**src/rtl/vram_arbiter.sv**
```systemverilog
// VRAM arbiter: VGA scan-out reads, blocking CPU reads and posted CPU writes.
// Optional `VRAM_ARB_STATS_EN adds saturating miss/forced/write-full counters.
module vram_arbiter #(
    parameter int ADDR_W       = 13,
    parameter int DATA_W       = 12,
    parameter int WBUF_DEPTH   = 4,
    parameter int STARVE_LIMIT = 8
) (
    input  logic              clk,
    input  logic              rst_n,
    input  logic              vga_req,
    input  logic [ADDR_W-1:0] vga_addr,
    output logic [DATA_W-1:0] vga_data,
    output logic              vga_valid,
    output logic              vga_miss,
    input  logic              cpu_we,
    input  logic              cpu_re,
    input  logic [ADDR_W-1:0] cpu_addr,
    input  logic [DATA_W-1:0] cpu_wdata,
    output logic              cpu_wr_ack,
    output logic [DATA_W-1:0] cpu_rdata,
    output logic              cpu_rd_valid,
    output logic              mem_en,
    output logic              mem_we,
    output logic [ADDR_W-1:0] mem_addr,
    output logic [DATA_W-1:0] mem_wdata,
`ifdef VRAM_ARB_STATS_EN
    output logic [15:0]       stat_miss,
    output logic [15:0]       stat_forced,
    output logic [15:0]       stat_wfull,
`endif
    input  logic [DATA_W-1:0] mem_rdata
);

    localparam int PW = $clog2(WBUF_DEPTH);
    localparam int CW = $clog2(STARVE_LIMIT + 1);

    typedef enum logic [1:0] {
        G_NONE,
        G_VGA,
        G_RD,
        G_WR
    } grant_t;

    logic [ADDR_W-1:0] wb_addr [WBUF_DEPTH];
    logic [DATA_W-1:0] wb_data [WBUF_DEPTH];
    logic [PW:0]       wr_ptr;
    logic [PW:0]       rd_ptr;
    logic [PW-1:0]     rd_idx;
    logic              wb_empty;
    logic              wb_full;

    logic [CW-1:0]     starve_cnt;
    logic              rd_busy;
    logic              rd_ok;
    logic              pending;
    logic              forced;
    logic              push;
    logic              pop;
    grant_t            grant;

    logic              p_vga;
    logic              p_cpu;
    logic              p_miss;

    assign rd_idx   = rd_ptr[PW-1:0];
    assign wb_empty = (wr_ptr == rd_ptr);
    assign wb_full  = (wr_ptr[PW] != rd_ptr[PW]) &&
                      (wr_ptr[PW-1:0] == rd_ptr[PW-1:0]);

    assign cpu_wr_ack = cpu_we & ~wb_full;
    assign push       = cpu_wr_ack;
    assign pop        = (grant == G_WR);

    // Reads wait for an empty buffer so they observe every posted write.
    assign rd_ok   = cpu_re & ~rd_busy & wb_empty;
    assign pending = ~wb_empty | (cpu_re & ~rd_busy);

    always_comb begin
        grant  = G_NONE;
        forced = 1'b0;
        if ((starve_cnt == CW'(STARVE_LIMIT)) && pending) begin
            forced = 1'b1;
            grant  = rd_ok ? G_RD : G_WR;
        end else if (vga_req) begin
            grant = G_VGA;
        end else if (rd_ok) begin
            grant = G_RD;
        end else if (~wb_empty) begin
            grant = G_WR;
        end
    end

    always_comb begin
        mem_en    = rst_n & (grant != G_NONE);
        mem_we    = rst_n & (grant == G_WR);
        mem_addr  = '0;
        mem_wdata = wb_data[rd_idx];
        unique case (grant)
            G_VGA:   mem_addr = vga_addr;
            G_RD:    mem_addr = cpu_addr;
            G_WR:    mem_addr = wb_addr[rd_idx];
            default: mem_addr = '0;
        endcase
    end

    always_ff @(posedge clk) begin
        if (push) begin
            wb_addr[wr_ptr[PW-1:0]] <= cpu_addr;
            wb_data[wr_ptr[PW-1:0]] <= cpu_wdata;
        end
    end

    always_ff @(posedge clk or negedge rst_n) begin
        if (!rst_n) begin
            wr_ptr     <= '0;
            rd_ptr     <= '0;
            starve_cnt <= '0;
            rd_busy    <= 1'b0;
        end else begin
            if (push) wr_ptr <= wr_ptr + 1'b1;
            if (pop)  rd_ptr <= rd_ptr + 1'b1;
            if ((grant == G_RD) || (grant == G_WR))
                starve_cnt <= '0;
            else if (pending && (starve_cnt != CW'(STARVE_LIMIT)))
                starve_cnt <= starve_cnt + 1'b1;
            // Busy spans issue through the valid pulse to stop a re-grant.
            if (grant == G_RD)
                rd_busy <= 1'b1;
            else if (cpu_rd_valid)
                rd_busy <= 1'b0;
        end
    end

    always_ff @(posedge clk or negedge rst_n) begin
        if (!rst_n) begin
            p_vga        <= 1'b0;
            p_cpu        <= 1'b0;
            p_miss       <= 1'b0;
            vga_valid    <= 1'b0;
            vga_miss     <= 1'b0;
            cpu_rd_valid <= 1'b0;
            vga_data     <= '0;
            cpu_rdata    <= '0;
        end else begin
            p_vga        <= (grant == G_VGA);
            p_cpu        <= (grant == G_RD);
            p_miss       <= forced & vga_req;
            vga_valid    <= p_vga;
            vga_miss     <= p_miss;
            cpu_rd_valid <= p_cpu;
            if (p_vga) vga_data  <= mem_rdata;
            if (p_cpu) cpu_rdata <= mem_rdata;
        end
    end

`ifdef VRAM_ARB_STATS_EN
    always_ff @(posedge clk or negedge rst_n) begin
        if (!rst_n) begin
            stat_miss   <= '0;
            stat_forced <= '0;
            stat_wfull  <= '0;
        end else begin
            if (vga_miss && (stat_miss != 16'hFFFF))
                stat_miss <= stat_miss + 1'b1;
            if (forced && (stat_forced != 16'hFFFF))
                stat_forced <= stat_forced + 1'b1;
            if (cpu_we && wb_full && (stat_wfull != 16'hFFFF))
                stat_wfull <= stat_wfull + 1'b1;
        end
    end
`endif

endmodule

```
**config.mk**
```make
export PLATFORM = sky130hd
export DESIGN_NAME = vram_arbiter
export DESIGN_NICKNAME = d
export VERILOG_FILES = /design/src/rtl/vram_arbiter.sv
export SDC_FILE = /design/constraint.sdc
export NUM_CORES = 1
export LEC_CHECK = 0
export ABC_AREA = 1
export ABC_CLOCK_PERIOD_IN_PS = 3200
export CAP_MARGIN = 20
export CORE_MARGIN = 3
export CORE_UTILIZATION = 45
export CTS_BUF_LIST = sky130_fd_sc_hd__clkbuf_8
export DETAILED_ROUTE_END_ITERATION = 16
export GPL_TIMING_DRIVEN = 0
export PLACE_DENSITY = 0.75
export SLEW_MARGIN = 20
export SYNTH_ARGS = -nofsm -noshare
export SYNTH_HDL_FRONTEND = slang
export SYNTH_SLANG_ARGS = --single-unit
export TNS_END_PERCENT = 10
```
**constraint.sdc**
```tcl
create_clock -name clk -period 3.2 [get_ports clk]
set_input_delay 0.64 -clock clk [delete_from_list [all_inputs] [get_ports clk]]
set_output_delay 0.64 -clock clk [all_outputs]
set_load 0.05 [all_outputs]
```
Word level (Yosys, flattened, before mapping)
Memories as Yosys holds them, arrays and structs flattened.
Index checks and enable logic that the tools add are counted.
{"block": "op_classes", "n_bitwise": 10, "add_sub_neg": 3, "muxes": 13, "n_reduce_logical": 7, "n_eq_ne": 8}
{"operator": "13-bit case mux with 3 select lines", "count": 1}
{"operator": "2-bit 2-to-1 mux", "count": 4}
{"operator": "4-bit 2-to-1 mux", "count": 2}
{"operator": "3-bit by 1-bit adder with 3-bit output (second input constant)", "count": 2}
{"operator": "1-bit bitwise AND", "count": 6}
{"operator": "1-bit 2-to-1 mux", "count": 6}
{"operator": "2-bit nonzero test", "count": 3}
{"operator": "4-bit by 1-bit adder with 4-bit output (second input constant)", "count": 1}
{"operator": "2-bit equality test (second input constant)", "count": 2}
{"operator": "4-bit equality test (second input constant)", "count": 1}
{"operator": "4-bit != test (second input constant)", "count": 1}
{"operator": "3-bit equality test", "count": 1}
{"operator": "1-bit logical AND", "count": 3}
{"operator": "1-bit inverter", "count": 3}
{"operator": "2-bit by 1-bit equality test with 1-bit output (second input constant)", "count": 1}
{"operator": "2-bit equality test", "count": 1}
{"operator": "1-bit logical OR", "count": 1}
{"operator": "1-bit != test", "count": 1}
{"operator": "1-bit OR", "count": 1}
{"block": "totals", "in_bits": 55, "memories": 2, "wordCells": 55, "reg_bits": 41, "ramBits": 100, "output_inout_bits": 55}
{"memory": "wb_addr", "words": 4, "word_bits": 13, "rd": 1, "rd_clocked_by_memory_dff": 0, "write_ports": 1, "line": "45", "text": "logic [ADDR_W-1:0] wb_addr [WBUF_DEPTH];"}
{"memory": "wb_data", "words": 4, "word_bits": 12, "rd": 1, "rd_clocked_by_memory_dff": 0, "write_ports": 1, "line": "46", "text": "logic [DATA_W-1:0] wb_data [WBUF_DEPTH];"}

Longest topological paths before layout
Gate-level depths: netlist (run 1).
{"block": "logic_depth", "depth_word": 9, "ltp_mapped": 11, "depth_no_buf": 10}

Worst setup path before layout (run 1)
No wires, ideal clock.
{"block": "synth_path", "kind": "register to output", "from": "register rd_ptr[0]", "to": "output mem_wdata[10]", "t_arrival_ps": 1773, "path_stages_with_launch": 6, "path_slack_ps": 787, "required_ps": 2560, "cell_sequence": "dfrtp_1 buf_6 buf_2 clkbuf_1 nor2_1 o22ai_1"}
{"block": "synth_via", "elab_chain_cells": 1}
{"element": "start, declared", "line": "48", "text": "logic [PW:0] rd_ptr;"}
{"element": "start signal, assigned", "line": "122", "text": "if (pop) rd_ptr <= rd_ptr + 1'b1;"}
{"element": "memory 4 x 12 bit"}
{"element": "end, declared", "line": "26", "text": "output logic [DATA_W-1:0] mem_wdata,"}
Every way passes these cells.

Final worst setup path (run 1)
{"block": "layout_path", "from": "register starve_cnt[0]", "to": "output mem_addr[9]"}
{"block": "layout_via", "elab_chain_cells": 5, "word_cells_on_any_way": 7, "classes_between": "4 x eq/ne; 2 x mux; 1 x reduce/logical"}
{"element": "start, declared", "line": "53", "text": "logic [CW-1:0] starve_cnt;"}
{"element": "start signal, assigned", "line": "126", "text": "starve_cnt <= starve_cnt + 1'b1;"}
{"element": "4-bit equality test *", "line": "82", "text": "if ((starve_cnt == CW'(STARVE_LIMIT)) && pending) begin"}
{"element": "1-bit logical AND *", "line": "82"}
{"element": "2-bit 2-to-1 mux *", "line": "82"}
{"element": "2-bit equality test / 2-bit by 1-bit equality test with 1-bit output (equally long branches)", "line": "99", "text": "unique case (grant)"}
{"element": "13-bit case mux with 3 select lines *", "line": "99"}
{"element": "end, declared", "line": "25", "text": "output logic [ADDR_W-1:0] mem_addr,"}
Mark *: on every way between the ends. The rest lies on a longest branch, timed or not.

==> metrics.txt, run 1 <==
result of the run=finished, final reports clean; peak supply drop=0.000358 V; clock-pin slew on the worst setup and hold paths=0.08 ns; Syn Area/Cell=13.0 um^2; largest net degree at the start of global routing=35; drt total wl=14000 um; DIE AREA=14500 um^2; cells after synthesis=453; share of the clock period used by the worst path=98.3%; most used standard cell by instance count after synthesis=sky130_fd_sc_hd__edfxtp_1; Worst Setup SP=starve_cnt[0]$_DFFE_PN0P_; Pins Over Slew Limit=0; Inserted Clock Buffers=17; number of antenna cells inserted=0; depth of the worst register-to-register path=7; Setup-failing EPs final=0; peak clock frequency supported by timing=318 MHz; CP Launch Type=flop; vertical die dimension=120 um; width of the die=120 um; Initial Util=46.2%; arrival time worst endpoint=2.50 ns; grt total ovfl=0; ordered list of cells on the worst path=inv_1, ha_1, nand3b_1, o21ai_4, buf_4, nand4_1, nand3_1, clkdlybuf4s15_2; synthesized area=5880 um^2; switch share=46.0%; setup repair after global routing missed its margin=yes; Clock Sink Count=141; cells taking the most area after synthesis=sky130_fd_sc_hd__edfxtp_1 (51%), sky130_fd_sc_hd__dfrtp_1 (17%), sky130_fd_sc_hd__o21ai_0 (4.8%); share of cells above drive strength 1=19.9%; share of the synthesized area in the top cell type=51.0%; area taken by flip-flops and latches=4030 um^2; Post-Layout Inst Area=7690 um^2; required time of the critical path=2.56 ns; EDFF count, synth=100; Synthesis Warnings=0; clock period minus worst slack=3.14 ns; count of routing violations after the opening detailed-route iteration=262; half-perimeter wire length after placement=9490 um; last weighted congestion value of the routability-driven placer=0.801; Crit Path Category=reg -> out; Clk pwr share=16.1%; Primary FF master, synth=sky130_fd_sc_hd__edfxtp_1; commonest cells in the synthesized netlist=sky130_fd_sc_hd__edfxtp_1 (100), sky130_fd_sc_hd__o21ai_0 (57), sky130_fd_sc_hd__nor2_1 (56), sky130_fd_sc_hd__dfrtp_1 (41), sky130_fd_sc_hd__nand3_1 (37); clock latency of the later-clocked register in the worst-skew pair=0.43 ns; count of buffering cells on the critical path with inverters included=3; post-synthesis sequential element count=141; fraction of power consumed by combinational cells=50.5%; post-route DRC violation count=0; final layout net count=648; fill cell count=1035; transition time of the tightest slew-check pin=0.578 ns; area taken by multi-input logic gates=1670 um^2; fin cells=770; number of nets with antenna violations after detailed routing=0; number of antenna violations at the first check in global routing=0; area growth from synthesis to layout=30.8%; max-cap viol count=0; maximum count of clock buffers along a single path=2; Psw=3.68 mW; GR Util All Layers=19.7%; global-route wire length before repair=22200 um; Sequential Power Share=33.4%; detailed-route wire length per cell=18.2 um; top cell family by delay on the critical path=buffers and inverters; max incr delay on CP=0.44 ns; H-tree levels=4; cell row count=41; number of I/O pins=110; startpoint of the worst-slack reg-to-reg timing path=rd_ptr[1]$_DFFE_PN0N_; relative slew slack=61.4%; Post-synth ARST share=29.1%; root buf cell=sky130_fd_sc_hd__clkbuf_8; power density normalized to cell area=1040 nW/um^2; CTS tree=done; internal power=4.32 mW; CP Max Fanout=10; number of instances in the placed design=739; core region area=12700 um^2; sort of element at the end of the critical path=primary output; Final Hold Fails=0; post-cts repair resize count=53; CP max-delay cell=sky130_fd_sc_hd__dfrtp_1; number of vias after detailed routing=4244; synth unique cells=33; first-pass detailed-route iteration total=4; placed instance area=7330 um^2; quantity of hold-fixing buffers added after cts=0; leakage power=2.94 nW; class of the worst hold path=in -> async; number of buffers inserted by post-CTS setup repair=0; PortBufs=109; synthesized netlist net count=515; CP Depth=8; sequential share of the synthesized area=68.5%; Fin Clk Skew=0.00795 ns; Synth area leader=sky130_fd_sc_hd__edfxtp_1; via count of the first global-routing pass=4317; drt via density=5.51
-- registers in the layout (all words and copies together), names as in the netlist --
register	flops
cpu_rd_valid	1
wr_ptr	3
p_miss	1
p_vga	1
vga_valid	1
vga_miss	1
vga_data	12
wb_addr	52
rd_busy	1
cpu_rdata	12
p_cpu	1
rd_ptr	3
starve_cnt	4
wb_data	48
-- through the flow --
step	setup TNS (ns)	util [%]	total power, mW	hold WS, ns	setup WS [ns]
2_1_floorplan	0	-	5.39	0.331	0.787
3_3_place_gp	-42.65	56.5	6.67	0.336	-1.10
3_5_place_dp	-4.86	57.6	6.88	0.339	-0.514
4_1_cts	0	60.5	8.03	0.0526	0.00338
5_1_grt	-0.953	60.5	8.41	0.0574	-0.0941
6_report	0	60.5	8.00	0.0642	0.0558
-- final timing paths --
| kind | slack [ns] | end |
|---|---|---|
| worst min register to register | 0.35 | vga_miss$_DFF_PN0_ |
| min in group clk | 0.35 | vga_miss$_DFF_PN0_ |
| worst max register to register | 0.99 | wb_addr[3][0]$_DFFE_PP_ |
| worst min-delay path | 0.06 | cpu_rdata[10]$_DFFE_PN0P_ |
| worst max-delay path | 0.06 | mem_addr[9] |
| max in group asynchronous | 2.68 | vga_miss$_DFF_PN0_ |
-- cells in the final DEF (no fill, tap or decap), types with 2 or more instances in the layout --
| cell | Yosys | layout |
|---|---|---|
| sky130_fd_sc_hd__buf_16 | 0 | 3 |
| sky130_fd_sc_hd__buf_2 | 6 | 6 |
| sky130_fd_sc_hd__buf_4 | 1 | 2 |
| sky130_fd_sc_hd__buf_6 | 3 | 3 |
| sky130_fd_sc_hd__buf_8 | 1 | 2 |
| sky130_fd_sc_hd__clkbuf_1 | 13 | 10 |
| sky130_fd_sc_hd__clkbuf_2 | 0 | 6 |
| sky130_fd_sc_hd__clkbuf_8 | 0 | 17 |
| sky130_fd_sc_hd__clkdlybuf4s15_2 | 0 | 11 |
| sky130_fd_sc_hd__clkdlybuf4s50_1 | 0 | 80 |
| sky130_fd_sc_hd__clkinv_2 | 1 | 3 |
| sky130_fd_sc_hd__clkinv_4 | 0 | 6 |
| sky130_fd_sc_hd__dfrtp_1 | 41 | 41 |
| sky130_fd_sc_hd__dlygate4sd2_1 | 0 | 13 |
| sky130_fd_sc_hd__edfxtp_1 | 100 | 100 |
| sky130_fd_sc_hd__ha_1 | 7 | 7 |
| sky130_fd_sc_hd__inv_1 | 20 | 22 |
| sky130_fd_sc_hd__inv_6 | 0 | 2 |
| sky130_fd_sc_hd__mux2_2 | 24 | 24 |
| sky130_fd_sc_hd__nand2_1 | 13 | 12 |
| sky130_fd_sc_hd__nand2_2 | 7 | 8 |
| sky130_fd_sc_hd__nand2_4 | 4 | 4 |
| sky130_fd_sc_hd__nand3_1 | 37 | 37 |
| sky130_fd_sc_hd__nand3_2 | 8 | 8 |
| sky130_fd_sc_hd__nand3b_1 | 2 | 2 |
| sky130_fd_sc_hd__nand4_1 | 13 | 13 |
| sky130_fd_sc_hd__nor2_1 | 56 | 52 |
| sky130_fd_sc_hd__nor2_4 | 0 | 4 |
| sky130_fd_sc_hd__o21ai_0 | 57 | 57 |
| sky130_fd_sc_hd__o22ai_1 | 25 | 25 |
| sky130_fd_sc_hd__xor2_1 | 3 | 3 |
-- power groups by stage --
stage / sequential, mW / combinational (mW) / clock (mW)
2_1_floorplan: 3.16 / 2.23 / 0
3_3_place_gp: 2.70 / 3.97 / 0
3_5_place_dp: 2.71 / 4.17 / 0
4_1_cts: 2.67 / 4.07 / 1.30
5_1_grt: 2.72 / 4.31 / 1.39
6_report: 2.67 / 4.04 / 1.29
-- cell type report --
type | instances | area share [%]
Sequential cell | 141 | 52.4
Tap cell | 172 | 2.80
Buffer | 24 | 1.84
Timing Repair Buffer | 114 | 15.5
Clock inverter | 14 | 1.63
Inverter | 23 | 1.17
Multi-Input combinational cell | 265 | 21.7
Clock buffer | 17 | 3.04
-- kinds of logic (layout without fill, tap and decap cells) --
kind of cell | count (synthesis) | count (layout) | share of synthesized area, %
buffers and inverters | 47 | 192 | 3.83
AO/OA/AOI/OAI | 86 | 86 | 8.04
AND/OR/NAND/NOR | 145 | 145 | 13.1
adder cells (fa/ha/maj) | 7 | 7 | 1.49
XOR/XNOR | 3 | 3 | 0.447
multiplexers | 24 | 24 | 4.59
flip-flops | 141 | 141 | 68.5
-- layer usage --
layer / GRT usage [%] / vias up / wire [um]
met3: 4.54 / 27 / 992
met2: 31.7 / 194 / 6800
met4: 8.71 / 0 / 295
met5: 0 / - / 0
met1: 25.8 / 2105 / 5930
li1: - / 1918 / -
No activity file was read; power rests on OpenSTA's default activity.
==> run 2, diff against run 1 <==
CORE_MARGIN = 4   (was 3)
PLACE_DENSITY = 0.74   (was 0.75)
==> metrics.txt, run 2 (synthesis gave the netlist of run 1 again) <==
result of the run=finished, final reports clean; peak clock frequency supported by timing=319 MHz (+0.43%); Final Hold Fails=0 (unchanged); Util after Layout=60.6% (+0.18 points); quantity of hold-fixing buffers added after cts=0 (unchanged); via count of the first global-routing pass=4434 (+2.7%); most frequent cells in the layout=sky130_fd_sc_hd__edfxtp_1 (100), sky130_fd_sc_hd__clkdlybuf4s50_1 (80), sky130_fd_sc_hd__o21ai_0 (57); Crit Path Category=reg -> out; cell row count=41 (unchanged); clock period minus worst slack=3.13 ns (-0.0133 ns); half-perimeter wire length after placement=9830 um (+3.6%); post-layout power=8.21 mW (+2.7%); Fin Clk Skew=0.0117 ns (+0.00372 ns); share of the clock period used by the worst path=97.8% (-0.42 points); placed instance area=7330 um^2 (unchanged); required time of the critical path=2.56 ns (about the same); arrival time worst endpoint=2.49 ns (about the same); Placement Setup Slack=-0.495 ns (+0.0193 ns); CP Launch Type=flop; PortBufs=109 (unchanged); CP Max Fanout=10 (unchanged); leakage power=2.97 nW (+0.91%); internal power=4.58 mW (+6.0%); sort of element at the end of the critical path=primary output; fraction of power consumed by combinational cells=48.7% (-1.8 points); GR Util All Layers=19.6% (-0.13 points); switch share=44.3% (-1.8 points); worst path setup slack after routing=0.0691 ns (+0.0133 ns); maximum count of clock buffers along a single path=2 (unchanged); last weighted congestion value of the routability-driven placer=0.828 (+3.4%); Inserted Clock Buffers=17 (unchanged); detailed-route wire length per cell=18.3 um (+0.72%); class of the worst hold path=in -> async; core region area=12700 um^2 (unchanged); worst r2r dst=wb_addr[3][6]$_DFFE_PP_; largest net degree at the start of global routing=35 (unchanged); Setup-failing EPs final=0 (unchanged); register-to-register setup slack=0.97 ns (-0.02 ns); commonest non-fill, non-tap cell in the layout=sky130_fd_sc_hd__edfxtp_1; DIE AREA=15000 um^2 (+3.4%); setup repair after global routing missed its margin=yes; power density normalized to cell area=1060 nW/um^2 (+2.4%); count of routing violations after the opening detailed-route iteration=250 (-4.6%); Clk pwr share=18.8% (+2.7 points); relative slew slack=63.7% (+2.3 points); share of cells above drive strength 1=20.4% (+0.47 points); final setup TNS=0 ns (unchanged); area growth from synthesis to layout=31.1%; number of antenna violations at the first check in global routing=1 (+1); clock latency of the later-clocked register in the worst-skew pair=0.44 ns (about the same); number of vias after detailed routing=4187 (-1.3%); global-route wire length before repair=22100 um (-0.68%); depth of the worst register-to-register path=7 (unchanged); CTS tree=done; vertical die dimension=122 um (+1.7%); transition time of the tightest slew-check pin=0.544 ns (-0.0345 ns); width of the die=122 um (+1.7%); number of nets with antenna violations after detailed routing=0 (unchanged); clock-pin slew on the worst setup and hold paths=0.08 ns (about the same); peak supply drop=0.000552 V (+54%); final layout net count=648 (unchanged); Initial Util=46.2% (unchanged); startpoint of the worst-slack reg-to-reg timing path=rd_ptr[1]$_DFFE_PN0N_; Critical Path Sink=mem_wdata[0]; Pins Over Slew Limit=0 (unchanged); grt total ovfl=0 (unchanged); Psw=3.63 mW (-1.2%); first-pass detailed-route iteration total=5 (+1); max-cap viol count=0 (unchanged); drt via density=5.42 (-1.6%); Sequential Power Share=32.5% (-0.9 points); flip-flop count of the largest register, all copies and words added=52 (unchanged); root buf cell=sky130_fd_sc_hd__clkbuf_8; Clock Sink Count=141 (unchanged); post-route DRC violation count=0 (unchanged); H-tree levels=4 (unchanged); fill cell count=1070 (+3.4%); Worst Setup SP=rd_ptr[1]$_DFFE_PN0N_; Post-Layout Inst Area=7710 um^2 (+0.29%); number of I/O pins=110 (unchanged); drt total wl=14200 um (+0.98%)
-- run 2: cell count changes in the layout (fill, tap and decap cells not counted), moves of 3 or more --
cell | before | now
sky130_fd_sc_hd__buf_2 | 6 | 13
sky130_fd_sc_hd__bufinv_16 | 1 | 5
sky130_fd_sc_hd__clkdlybuf4s15_2 | 11 | 3
sky130_fd_sc_hd__dlygate4sd2_1 | 13 | 8
sky130_fd_sc_hd__clkbuf_2 | 6 | 11
sky130_fd_sc_hd__clkinv_1 | 0 | 3
sky130_fd_sc_hd__clkinv_4 | 6 | 0
-- run 2: power groups by stage --
stage                     logic (mW)  clock network (mW)  registers (mW)
after floorplan                 2.23                   0            3.16
after global placement          3.97                   0            2.70
after detailed placement        4.17                   0            2.70
after CTS                       4.07                1.57            2.67
after global routing            4.26                1.66            2.71
final                           4.00                1.55            2.67
-- run 2: worst max-delay path: stages, from the launching register on --
cell                            delay [ns]
sky130_fd_sc_hd__dfrtp_1              0.61
sky130_fd_sc_hd__clkbuf_1             0.42
sky130_fd_sc_hd__o21ai_0              0.21
sky130_fd_sc_hd__o22ai_1              0.26
sky130_fd_sc_hd__dlygate4sd2_1        0.56
-- run 2: how the worst min path moves through the flow --
| stage | slack [ns] | cells after the start | start | to |
|---|---|---|---|---|
| after floorplan | 0.33 | 0 | p_miss$_DFF_PN0_ | vga_miss$_DFF_PN0_ |
| after global placement | 0.33 | 0 | p_miss$_DFF_PN0_ | vga_miss$_DFF_PN0_ |
| after detailed placement | 0.34 | 0 | p_miss$_DFF_PN0_ | vga_miss$_DFF_PN0_ |
| after CTS | 0.05 | 1 | rst_n | cpu_rdata[10]$_DFFE_PN0P_ |
| after global routing | 0.05 | 1 | rst_n | cpu_rdata[10]$_DFFE_PN0P_ |
| final | 0.06 | 1 | rst_n | cpu_rdata[10]$_DFFE_PN0P_ |
-- run 2: cell type report --
class	count	area [um^2]	area share (%)
Multi-Input combinational cell	265	1670	21.6
Timing Repair Buffer	114	1130	14.6
Antenna cell	1	2.50	0.0324
Tap cell	172	215	2.79
Inverter	23	90.1	1.17
Buffer	24	143	1.85
Clock inverter	15	203	2.63
Clock buffer	17	234	3.03
Sequential cell	141	4030	52.2
-- run 2: what timing repair did --
| action | CTS | global route |
|---|---|---|
| resized for setup | 54 | 34 |
| cloned | 0 | 0 |
| buffers inserted | 0 | 0 |
| setup endpoints to repair | 27 | 21 |
-- run 2: layer usage --
layer  wire length, um  share of wire, %  vias up  global-route usage (%)
li1                  -                 -     1920                       -
met1              5520                39     2064                    23.2
met2              7260                51      174                    33.2
met3              1040               7.3       29                    4.47
met4               343               2.4        0                    10.6
met5                 0                 0        -                       0
-- run 2: metrics by stage --
step / instances / hold WS [ns]
2_1_floorplan: 453 / 0.331
3_3_place_gp: 734 / 0.335
3_5_place_dp: 739 / 0.336
4_1_cts: 771 / 0.0485
5_1_grt: 772 / 0.0482
6_report: 772 / 0.0599
==> run 3, diff against run 2 <==
ABC_AREA = unset   (was 1)
PLACE_DENSITY = 0.75   (was 0.74)
==> metrics.txt, run 3 <==
EDFF count, synth=100 (unchanged); share of the synthesized area in the top cell type=52.5% (+1.5 points); final setup TNS=0 ns (unchanged); top cell family by delay on the critical path=buffers and inverters; PortBufs=109 (unchanged); CP max-delay cell=sky130_fd_sc_hd__dlygate4sd2_1; global-route wire length before repair=18200 um (-18%); number of nets with antenna violations after detailed routing=0 (unchanged); drt total wl=11400 um (-19%); area taken by flip-flops and latches=4030 um^2 (unchanged); first-pass detailed-route iteration total=4 (-1); startpoint of the worst-slack reg-to-reg timing path=rd_ptr[0]$_DFFE_PN0N_; most frequent cells in the layout=sky130_fd_sc_hd__edfxtp_1 (100), sky130_fd_sc_hd__clkdlybuf4s50_1 (83), sky130_fd_sc_hd__dfrtp_1 (41); class of the worst hold path=in -> async; CP Max Fanout=10 (unchanged); synthesized area=5720 um^2 (-2.8%); width of the die=121 um (-1.3%); Syn Area/Cell=20.3 um^2 (+56%); cell seen most often among critical-path stages=sky130_fd_sc_hd__buf_2; max-cap viol count=0 (unchanged); post-synthesis sequential element count=141 (unchanged); grt total ovfl=0 (unchanged); Crit Path Category=reg -> out; sort of element at the end of the critical path=primary output; clock period minus worst slack=3.08 ns (-0.0559 ns); Setup-failing EPs final=0 (unchanged); core region area=12200 um^2 (-4.0%); setup repair after global routing missed its margin=yes; Post-synth ARST share=29.1% (unchanged); ordered list of cells on the worst path=buf_4, buf_2, buf_2, mux4_2, dlygate4sd2_1; power density normalized to cell area=970 nW/um^2 (-8.9%); number of antenna cells inserted=0 (-1); peak supply drop=0.000564 V (+2.3%); detailed-route wire length per cell=19.2 um (+4.5%); vertical die dimension=121 um (-1.3%); largest net degree at the start of global routing=32 (-8.6%); max incr delay on CP=0.45 ns (-0.16 ns); Initial Util=46.8% (+0.56 points); cells after synthesis=282 (-38%); via count of the first global-routing pass=3350 (-24%); share of the clock period used by the worst path=96.1% (-1.7 points); worst r2r dst=wb_data[1][0]$_DFFE_PP_; Primary FF master, synth=sky130_fd_sc_hd__edfxtp_1; arrival time worst endpoint=2.44 ns (-0.05 ns); synthesized netlist net count=344 (-33%); peak clock frequency supported by timing=325 MHz (+1.8%); fill cell count=940 (-12%); Final Hold Fails=0 (unchanged); hold slack=0.0857 ns (+0.0258 ns); drt via density=5.22 (-3.8%); area taken by multi-input logic gates=1580 um^2 (-5.6%); sequential share of the synthesized area=70.5% (+2.0 points); area growth from synthesis to layout=29.6%; flip-flop count of the largest register, all copies and words added=52 (unchanged); leakage power=2.79 nW (-6.1%); share of cells above drive strength 1=25.1% (+4.7 points); clock latency of the later-clocked register in the worst-skew pair=0.44 ns (about the same); number of antenna violations at the first check in global routing=0 (-1); required time of the critical path=2.56 ns (about the same); number of I/O pins=110 (unchanged); transition time of the tightest slew-check pin=0.752 ns (+0.208 ns); relative slew slack=49.9% (-14 points); root buf cell=sky130_fd_sc_hd__clkbuf_8; last weighted congestion value of the routability-driven placer=0.741 (-10%); post-route DRC violation count=0 (unchanged); CTS tree=done; number of vias after detailed routing=3104 (-26%); half-perimeter wire length after placement=7860 um (-20%); most used standard cell by instance count after synthesis=sky130_fd_sc_hd__edfxtp_1; Synthesis Warnings=0 (unchanged); Util after Layout=60.7% (about the same); cells taking the most area after synthesis=sky130_fd_sc_hd__edfxtp_1 (53%), sky130_fd_sc_hd__dfrtp_1 (18%), sky130_fd_sc_hd__mux4_2 (5.9%); quantity of hold-fixing buffers added after cts=0 (unchanged); Clock Sink Count=141 (unchanged); Synth area leader=sky130_fd_sc_hd__edfxtp_1; maximum count of clock buffers along a single path=2 (unchanged); post-layout power=7.19 mW (-12%); depth of the worst register-to-register path=4 (-3); final layout net count=476 (-27%); register-to-register setup slack=1.09 ns (+0.12 ns); GR Util All Layers=16.8% (-2.8 points); count of buffering cells on the critical path with inverters included=4 (+2); DIE AREA=14600 um^2 (-2.7%); fin cells=595 (-23%); commonest cells in the synthesized netlist=sky130_fd_sc_hd__edfxtp_1 (100), sky130_fd_sc_hd__dfrtp_1 (41), sky130_fd_sc_hd__mux2_2 (25), sky130_fd_sc_hd__mux4_2 (15); result of the run=finished, final reports clean; Pins Over Slew Limit=0 (unchanged); clock-pin slew on the worst setup and hold paths=0.07 ns (about the same); H-tree levels=4 (unchanged); Inserted Clock Buffers=17 (unchanged); Fin Clk Skew=0.00975 ns (-0.00192 ns); CP Launch Type=flop; commonest non-fill, non-tap cell in the layout=sky130_fd_sc_hd__edfxtp_1; count of routing violations after the opening detailed-route iteration=141 (-44%); number of instances in the placed design=561 (-24%); cell row count=40 (-2.4%); synth unique cells=37 (+12%)
==> run 3: final cells by class <==
| cell class | count | share of cell area, % |
|---|---|---|
| Clock buffer | 17 | 3.16 |
| Sequential cell | 141 | 54.4 |
| Multi-Input combinational cell | 124 | 21.3 |
| Clock inverter | 15 | 2.13 |
| Buffer | 11 | 1.27 |
| Inverter | 6 | 0.304 |
| Tap cell | 168 | 2.84 |
| Timing Repair Buffer | 113 | 14.7 |
==> run 3: worst max-delay path by stage <==
stage,from,endpoint,slack [ns],cells after the start
3_3_place_gp,rst_n,mem_we,-1.06,3
4_1_cts,rd_ptr[0]$_DFFE_PN0N_,mem_addr[4],0.001,7
6_report,rd_ptr[1]$_DFFE_PN0N_,mem_wdata[5],0.12,5
5_1_grt,rd_ptr[1]$_DFFE_PN0N_,mem_wdata[5],-0.001,5
2_1_floorplan,starve_cnt[0]$_DFFE_PN0P_,mem_addr[10],0.75,7
3_5_place_dp,vga_req,mem_addr[8],-0.48,6
==> run 3: cell families (layout without fill, tap and decap cells) <==
logic type / count (synthesis) / in the layout / synth area share [%]
buffers and inverters: 17 / 162 / 2.04
AND/OR/NAND/NOR: 34 / 34 / 4.12
flip-flops: 141 / 141 / 70.5
multiplexers: 52 / 52 / 15.9
AO/OA/AOI/OAI: 23 / 23 / 3.94
adder cells (fa/ha/maj): 7 / 7 / 1.53
XOR/XNOR: 8 / 8 / 2.01
==> run 3: what timing repair did <==
item,CTS,global route
gates cloned,0,0
buffers inserted,2,0
setup endpoints to repair,22,13
resized for setup,57,12
pin swaps,1,1
endpoints found under the hold margin,0,0
==> run 3: stage by stage <==
step | setup WS (ns) | cell area, um^2
2_1_floorplan | 0.751 | 5720
3_3_place_gp | -1.06 | 7020
3_5_place_dp | -0.477 | 7060
4_1_cts | 0.000972 | 7440
5_1_grt | -0.00110 | 7410
6_report | 0.125 | 7410
==> run 3: per-layer routing <==
metal | GRT usage (%) | vias to the layer above | share of wire (%)
met5 | 0 | - | 0
met4 | 5.67 | 0 | 1.5
met3 | 5.71 | 20 | 5.9
met2 | 27.6 | 116 | 49
met1 | 20.9 | 1568 | 44
li1 | - | 1400 | -
==> run 3: report_power, final <==
part / total (mW) / switching (mW) / internal [mW]
Clock: 1.39 / 0.642 / 0.753
Sequential: 2.60 / 0.167 / 2.43
Combinational: 3.19 / 1.98 / 1.21
